## config.mk

```make
export PLATFORM = sky130hd
export DESIGN_NAME = mem_bus_arbiter
export DESIGN_NICKNAME = d
export VERILOG_FILES = /design/src/rtl/mem_bus_arbiter.sv
export SDC_FILE = /design/constraint.sdc
export NUM_CORES = 1
export LEC_CHECK = 0
export CORE_UTILIZATION = 36
export CTS_BUF_LIST = sky130_fd_sc_hd__clkbuf_4
export CTS_CLUSTER_DIAMETER = 200
export DETAILED_ROUTE_END_ITERATION = 7
export HOLD_SLACK_MARGIN = 0.06
export MAX_ROUTING_LAYER = met4
export PLACE_DENSITY = 0.87
export SLEW_MARGIN = 20
export SYNTH_ARGS = -nofsm -noshare
export SYNTH_HDL_FRONTEND = slang
export SYNTH_SLANG_ARGS = --single-unit
```

## constraint.sdc

```tcl
create_clock -name i_clk -period 3.6 [get_ports i_clk]
set_input_delay 0.36 -clock i_clk [delete_from_list [all_inputs] [get_ports i_clk]]
set_output_delay 0.36 -clock i_clk [all_outputs]
set_load 0.02 [all_outputs]
```

## src/rtl/mem_bus_arbiter.sv

```systemverilog
// Round-robin arbiter and strobe/ready sequencer for the shared memory bus.
// Adds a per-transfer timeout so a dead slave cannot hang the requesters.
module mem_bus_arbiter #(
  parameter int NUM_REQ = 3,
  parameter int ADDR_W  = 32,
  parameter int DATA_W  = 32,
  parameter int TIMEOUT = 255
) (
  input  logic                      i_clk,
  input  logic                      i_rst,
  input  logic [NUM_REQ-1:0]        i_req,
  input  logic [NUM_REQ-1:0]        i_req_we,
  input  logic [NUM_REQ*ADDR_W-1:0] i_req_addr,
  input  logic [NUM_REQ*DATA_W-1:0] i_req_wdata,
  output logic [NUM_REQ-1:0]        o_gnt,
  output logic [NUM_REQ-1:0]        o_done,
  output logic                      o_err,
  output logic [DATA_W-1:0]         o_rdata,
  output logic                      o_bus_clk,
  output logic                      o_bus_we,
  output logic [ADDR_W-1:0]         o_bus_addr,
  output logic [DATA_W-1:0]         o_bus_data,
  input  logic [DATA_W-1:0]         i_bus_data,
  input  logic                      i_bus_data_ready
);

  localparam int IW = $clog2(NUM_REQ);
  localparam logic [IW:0] NR = (IW+1)'(NUM_REQ);
  localparam logic [15:0] TO_LAST = 16'(TIMEOUT - 1);
  localparam logic [NUM_REQ-1:0] ONE = NUM_REQ'(1);

  typedef enum logic [1:0] {
    IDLE,
    STROBE,
    RELEASE
  } state_t;

  state_t              r_state, w_state_nxt;
  logic [IW-1:0]       r_last, w_last_nxt;
  logic [15:0]         r_cnt, w_cnt_nxt;
  logic [NUM_REQ-1:0]  r_gnt, w_gnt_nxt;
  logic [NUM_REQ-1:0]  r_done, w_done_nxt;
  logic                r_err, w_err_nxt;
  logic [DATA_W-1:0]   r_rdata, w_rdata_nxt;
  logic                r_bus_clk, w_bus_clk_nxt;
  logic                r_bus_we, w_bus_we_nxt;
  logic [ADDR_W-1:0]   r_bus_addr, w_bus_addr_nxt;
  logic [DATA_W-1:0]   r_bus_data, w_bus_data_nxt;

  logic                w_found;
  logic [IW-1:0]       w_win;

  // Rotating priority search starting just after the last winner
  always_comb begin
    logic [IW:0] v_j;
    v_j     = '0;
    w_found = 1'b0;
    w_win   = '0;
    for (int i = 0; i < NUM_REQ; i++) begin
      v_j = {1'b0, r_last} + (IW+1)'(i + 1);
      if (v_j >= NR) v_j = v_j - NR;
      if (!w_found && i_req[v_j[IW-1:0]]) begin
        w_found = 1'b1;
        w_win   = v_j[IW-1:0];
      end
    end
  end

  always_comb begin
    w_state_nxt    = r_state;
    w_last_nxt     = r_last;
    w_cnt_nxt      = r_cnt;
    w_gnt_nxt      = r_gnt;
    w_done_nxt     = '0;
    w_err_nxt      = 1'b0;
    w_rdata_nxt    = r_rdata;
    w_bus_clk_nxt  = r_bus_clk;
    w_bus_we_nxt   = r_bus_we;
    w_bus_addr_nxt = r_bus_addr;
    w_bus_data_nxt = r_bus_data;
    unique case (r_state)
      IDLE: begin
        if (w_found) begin
          w_state_nxt    = STROBE;
          w_bus_clk_nxt  = 1'b1;
          w_gnt_nxt      = ONE << w_win;
          w_last_nxt     = w_win;
          w_cnt_nxt      = '0;
          w_bus_we_nxt   = i_req_we[w_win];
          w_bus_addr_nxt = i_req_addr[int'(w_win)*ADDR_W +: ADDR_W];
          w_bus_data_nxt = i_req_wdata[int'(w_win)*DATA_W +: DATA_W];
        end
      end
      STROBE: begin
        if (i_bus_data_ready) begin
          w_state_nxt   = RELEASE;
          w_bus_clk_nxt = 1'b0;
          w_done_nxt    = r_gnt;
          if (!r_bus_we) w_rdata_nxt = i_bus_data;
        end else if (r_cnt == TO_LAST) begin
          w_state_nxt   = RELEASE;
          w_bus_clk_nxt = 1'b0;
          w_done_nxt    = r_gnt;
          w_err_nxt     = 1'b1;
        end else begin
          w_cnt_nxt = r_cnt + 16'd1;
        end
      end
      RELEASE: begin
        // Wait for ready low so a stale ack never ends the next transfer
        if (!i_bus_data_ready) begin
          w_state_nxt  = IDLE;
          w_gnt_nxt    = '0;
          w_bus_we_nxt = 1'b0;
        end
      end
      default: begin
        w_state_nxt = IDLE;
      end
    endcase
  end

  always_ff @(posedge i_clk or posedge i_rst) begin
    if (i_rst) begin
      r_state    <= IDLE;
      r_last     <= IW'(NUM_REQ - 1);
      r_cnt      <= '0;
      r_gnt      <= '0;
      r_done     <= '0;
      r_err      <= 1'b0;
      r_rdata    <= '0;
      r_bus_clk  <= 1'b0;
      r_bus_we   <= 1'b0;
      r_bus_addr <= '0;
      r_bus_data <= '0;
    end else begin
      r_state    <= w_state_nxt;
      r_last     <= w_last_nxt;
      r_cnt      <= w_cnt_nxt;
      r_gnt      <= w_gnt_nxt;
      r_done     <= w_done_nxt;
      r_err      <= w_err_nxt;
      r_rdata    <= w_rdata_nxt;
      r_bus_clk  <= w_bus_clk_nxt;
      r_bus_we   <= w_bus_we_nxt;
      r_bus_addr <= w_bus_addr_nxt;
      r_bus_data <= w_bus_data_nxt;
    end
  end

  assign o_gnt      = r_gnt;
  assign o_done     = r_done;
  assign o_err      = r_err;
  assign o_rdata    = r_rdata;
  assign o_bus_clk  = r_bus_clk;
  assign o_bus_we   = r_bus_we;
  assign o_bus_addr = r_bus_addr;
  assign o_bus_data = r_bus_data;

endmodule

```

-- Word level (Yosys, flattened, before mapping)
Index checks and enable logic that the tools add are counted.
- register bits after elaboration: 125
- input bits: 233
- output and inout bits: 105
- word-level logic and storage cells: 92
- $add $sub $neg: 7
- magnitude comparators: 7
- eq/ne operators: 8
- shift-type cells: 3
- mux-type cells: 42
- bitwise gates (word level): 1
- reduce and logical (&&, ||, !) cells: 13
- operators with widths (operator ; count):
    variable part select 96 x 8 -> 32 bit ; 2
    two-way mux 16 bit ; 3
    one-hot mux 16 bit (2 select lines) ; 1
    two-way mux 2 bit ; 10
    adder 16 x 1 -> 16 bit, second input constant ; 1
    == test 16 x 8 -> 1 bit, second input constant ; 1
    two-way mux 1 bit ; 15
    two-way mux 3 bit ; 5
    < comparator 2 x 3 -> 1 bit, second input constant ; 4
    AND reduction 3 bit ; 4
    >= comparator 3 x 2 -> 1 bit, second input constant ; 3
    binary-select mux 1 bit (select 2 bit) ; 4
    inequality test 2 bit, second input constant ; 4
    adder 2 x 2 -> 3 bit, second input constant ; 2
    one-hot mux 2 bit (3 select lines) ; 1
    one-hot mux 3 bit (2 select lines) ; 1
    subtractor 2 bit, second input constant ; 3
    one-hot mux 1 bit (2 select lines) ; 2
    AND reduction 4 bit ; 1
    nonzero test 2 bit ; 2
    adder 2 x 1 -> 3 bit, second input constant ; 1
    inequality test 3 bit, second input constant ; 1
    << shifter 1 x 2 -> 3 bit, first input constant ; 1
    == test 2 x 1 -> 1 bit, second input constant ; 1
    6 further kinds ; 8

-- Logic depth before layout (Yosys ltp)
- word-level depth: 16
- depth in mapped cells: 12
- mapped depth without buffers: 8

-- Worst setup path before layout
No wires, ideal clock.
- kind: register to register
- from: register r_last[1]
- to: register r_bus_addr[10], in the netlist o_bus_addr[10]
- setup time: 0.132 ns
- arrival time: 2.366 ns
- setup slack: 1.102 ns
- cell stages (with the launch flop): 12
- buffers on the path: 3
- cells stage by stage: dfstp_2 -> inv_1 -> ha_1 -> buf_4 -> mux2i_1 -> nor2_1 -> o31ai_4 -> nor2_1 -> buf_2 -> buf_2 -> a22oi_1 -> o21ai_1
- cells in the longest elaborated chain, start to end: 13
- elaborated cells between the ends (all ways): 30
- ends and longest elaborated chain (what ; line ; source):
    start, declared ; 39 ; logic [IW-1:0] r_last, w_last_nxt;
    start signal, assigned ; 126 ; r_last <= IW'(NUM_REQ - 1);
    start signal, assigned ; 138 ; r_last <= w_last_nxt;
    adder 2 x 1 -> 3 bit ; 60 ; v_j = {1'b0, r_last} + (IW+1)'(i + 1);
    >= comparator 3 x 2 -> 1 bit / subtractor 2 bit (equally long branches) ; 61 ; if (v_j >= NR) v_j = v_j - NR;
    two-way mux 2 bit ; 61 ;
    binary-select mux 1 bit (select 2 bit) ; 62 ; if (!w_found && i_req[v_j[IW-1:0]]) begin
    two-way mux 1 bit (implied by the code) ; 62 ;
    two-way mux 1 bit ; 62 ;
    logical NOT 1 bit ; 62 ;
    logical AND 1 bit ; 62 ;
    two-way mux 1 bit ; 62 ;
    logical NOT 1 bit ; 62 ;
    logical AND 1 bit ; 62 ;
    two-way mux 2 bit / two-way mux 1 bit (equally long branches) ; 62 ;
    variable part select 96 x 8 -> 32 bit / AND reduction 2 bit (equally long branches) ; -- ;
    end signal, assigned ; 146 ; r_bus_addr <= w_bus_addr_nxt;
    end, declared ; 47 ; logic [ADDR_W-1:0] r_bus_addr, w_bus_addr_nxt;
Parallel ways exist; a longest one is shown, timed or not. The select of a mux whose other input is x is not followed.
A chain may end at the register's enable or synchronous reset.

-- Final worst setup path
- from: register r_last[0]
- to: register r_bus_data[24], in the netlist o_bus_data[24]
- cells in the longest elaborated chain, start to end: 13
- elaborated cells between the ends (all ways): 30
- ends and longest elaborated chain (what ; line ; source):
    adder 2 x 1 -> 3 bit ; 60 ;
    >= comparator 3 x 2 -> 1 bit / subtractor 2 bit (equally long branches) ; 61 ;
    two-way mux 2 bit ; 61 ;
    binary-select mux 1 bit (select 2 bit) ; 62 ;
    two-way mux 1 bit (implied by the code) ; 62 ;
    two-way mux 1 bit ; 62 ;
    logical NOT 1 bit ; 62 ;
    logical AND 1 bit ; 62 ;
    two-way mux 1 bit ; 62 ;
    logical NOT 1 bit ; 62 ;
    logical AND 1 bit ; 62 ;
    two-way mux 2 bit / two-way mux 1 bit (equally long branches) ; 62 ;
    variable part select 96 x 8 -> 32 bit / AND reduction 2 bit (equally long branches) ; -- ;
    end signal, assigned ; 147 ; r_bus_data <= w_bus_data_nxt;
    end, declared ; 48 ; logic [DATA_W-1:0] r_bus_data, w_bus_data_nxt;
Parallel ways exist; a longest one is shown, timed or not. The select of a mux whose other input is x is not followed.

==> results.json <==
{
  "die_x_um": 132.2,
  "crit_fanout": 22,
  "irDropWorstVdd_uv": 714.4,
  "max_stage_delay_ns": 0.53,
  "gr-total-overflow": 0,
  "portBuffers": 337,
  "fin_setup_tns_ns": 0,
  "drt-initial-drc-count": 264,
  "slew_headroom_pct": 48.18,
  "final_common_cell": "clkdlybuf4s50_1",
  "crit_path_frequent_cell": "mux2i_1",
  "cts_hold_buf": 0,
  "p_sw_share_pct": 42.51,
  "io_pins": 338,
  "setup_viol": 0,
  "htreeDepth": 4,
  "grt_pass1_wl_mm": 30.93,
  "reg2reg_depth": 9,
  "syn_nets": 766,
  "antenna_found_initial": 1,
  "path_buf_inv": 2,
  "cts_buffers": 17,
  "p_seq_share_pct": 26.5,
  "crit_type": "reg2reg",
  "yosysWarnings": 0,
  "crit_chain": "inv_1 > ha_1 > mux2i_1 > nor2_1 > a211oi_1 > o21bai_4 > buf_12 > mux2i_1 > o21ai_0",
  "die_y_um": 132.2,
  "post_cts.repair.setup_buffers": 0,
  "syn_area_um2": 6100,
  "clk_pin_slew_ns": 0.12,
  "critical_path.top_delay_family": "compound AO/OA/AOI/OAI gates",
  "critical_path_depth": 9,
  "final_cell_mix": "clkdlybuf4s50_1, dfrtp_1, mux2i_1, a22oi_1, o21ai_1",
  "hold_viol_final": 0,
  "hpwl_mm": 14.61,
  "timing.final.max_slew_violations": 0,
  "worstSetupEndpointType": "flop",
  "outcome": "finished, final reports clean",
  "cts_tree": "yes",
  "power_density_nw_per_um2": 899.6,
  "cap_violations": 0,
  "async_flop_share_pct": 100.0,
  "fill_cells": 1384,
  "critPathSlowestCell": "dfrtp_1",
  "rsz0062_at_grt": "no",
  "grt_max_degree": 126,
  "worstPathRequired_ns": 4.00,
  "drive_above_1_share_pct": 11.00,
  "gp_congestion": 0.8237,
  "leakage_nw": 4.203,
  "num_vias": 5580,
  "p_clk_share_pct": 11.8,
  "syn_avg_cell_area_um2": 11.57,
  "insertion_delay_ns": 0.54,
  "worst_pin_slew_ns": 0.7772,
  "worst_ep_arrival_time_ns": 3.49,
  "seq_area_frac_synth_pct": 51.30,
  "dieArea_um2": 17470,
  "fin_crit_ns": 3.091,
  "cts.sinks": 125,
  "fp-row-count": 47,
  "synthFlopType": "dfrtp_1",
  "drc_errors": 0,
  "start_util_pct": 36.78,
  "syn_inst": 527,
  "wl_mm": 19.82,
  "cts_resized": 0,
  "comb_power_share_pct": 61.6,
  "finalClockSkew_ns": 0.01443,
  "max_freq_mhz": 323.5,
  "clock_path_buffers": 2,
  "hold_path.class": "in2async",
  "post-route-util_pct": 60.42,
  "ys_types": 52,
  "wire_per_inst_um": 18.12,
  "synth_seq_cells": 125,
  "postRouteAntennaNets": 0,
  "layout.nets": 1099,
  "vias_per_cell": 5.101,
  "root_buffer": "clkbuf_4",
  "dr.pass1.iters": 4,
  "core_area_um2": 16580,
  "fin_crit_sh_pct": 85.87,
  "start_kind": "flop",
  "p_int_mw": 5.182,
  "switchingPower_mw": 3.832,
  "synth_edf_count": 0,
  "grt_pass1_vias": 5687,
  "area_delta_synth_final_pct": 64.27,
  "track_usage_pct": 23.72
}
## cell usage after synthesis, types with 3 or more instances
cell	count	area share [%]
dfrtp_1	124	51
mux2i_1	68	11
a22oi_1	66	8.1
o21ai_1	38	3.1
o21ai_0	37	3.0
mux2_2	33	6.1
clkbuf_1	20	1.2
nor2_1	19	1.2
nand2_1	16	0.98
inv_1	8	0.49
a21oi_1	6	0.49
buf_2	6	0.49
ha_1	6	1.2
xnor2_1	6	0.86
nand2b_1	5	0.51
nand3_1	5	0.41
nor3_1	5	0.41
xor2_1	4	0.57
and2_1	3	0.31
buf_6	3	0.55
buf_8	3	0.74
nand4_1	3	0.31
nor4_1	3	0.31
or2_2	3	0.31
or3_1	3	0.31
## kinds of logic after synthesis
family                     share of synthesized area (%)
AOI/OAI and AO/OA                                  17.54
DFF                                                51.30
adders and majority gates                          1.231
buffers and inverters                              4.143
and+or+nand+nor                                    6.380
muxes                                              17.97
xor gates and xnor gates                           1.436
## per-layer routing
metal  GRT usage [%]  routed length, um
met1           28.10               7916
met2           38.62              10020
met3           6.536               1386
met4           8.398                495
met5               -                  0
## worst paths after layout
| path | slack (ns) | to | startpoint |
|---|---|---|---|
| setup / recovery | 0.51 | o_bus_data[24] | r_last[0] |
| hold / removal | 0.29 | o_rdata[1] | i_rst |
| setup reg to reg | 0.51 | o_bus_data[24] | r_last[0] |
| hold reg to reg | 0.51 | o_gnt[2] | o_gnt[2] |
| max in group asynchronous | 2.65 | r_cnt[3] | i_rst |
| min in group i_clk | 0.42 | o_bus_addr[11] | i_req_addr[43] |
## tightest hold or removal path: stages
cell             delay (ns)
clkdlybuf4s50_1        0.44
clkinvlp_4             0.09
buf_12                 0.42
## stage by stage
stage | instances | area, um2 | worst slack, ns | total power [mW] | hold WS (ns)
floorplan | 527 | 6103 | 1.102 | 5.874 | 0.4716
global placement | 1061 | 9713 | 0.7207 | 7.858 | 0.4755
detailed placement | 1061 | 9713 | 0.5538 | 8.011 | 0.4847
CTS | 1093 | 10020 | 0.5156 | 9.095 | 0.3535
global route | 1094 | 10020 | 0.2801 | 9.554 | 0.3745
finish | 1094 | 10020 | 0.5088 | 9.014 | 0.2876
## sequential cells by signal, indices dropped and copies added, names as in the netlist
register / flops
o_done: 3
r_last: 2
o_bus_we: 1
r_state: 2
o_bus_clk: 1
o_bus_data: 32
o_bus_addr: 32
r_cnt: 16
o_err: 1
o_gnt: 3
o_rdata: 32
## area by class of cell
| cell class | instances | area (um2) | share of cell area, % |
|---|---|---|---|
| well taps | 220 | 275.3 | 2.747 |
| multi-input cells | 358 | 2733 | 27.27 |
| inverters | 9 | 37.54 | 0.3746 |
| clock inverters | 14 | 168.9 | 1.686 |
| flip-flops and latches | 125 | 3129 | 31.23 |
| clock buffers | 18 | 135.1 | 1.349 |
| diodes | 1 | 2.502 | 0.02498 |
| repair buffers | 349 | 3538 | 35.31 |
## power by group through the flow
stage	registers [mW]	logic, mW	clock network (mW)
floorplan	3.06	2.82	0
global placement	2.38	5.48	0
detailed placement	2.42	5.59	0
CTS	2.39	5.60	1.10
global route	2.47	5.92	1.16
finish	2.39	5.56	1.07
(Power assumes the default switching activity.)
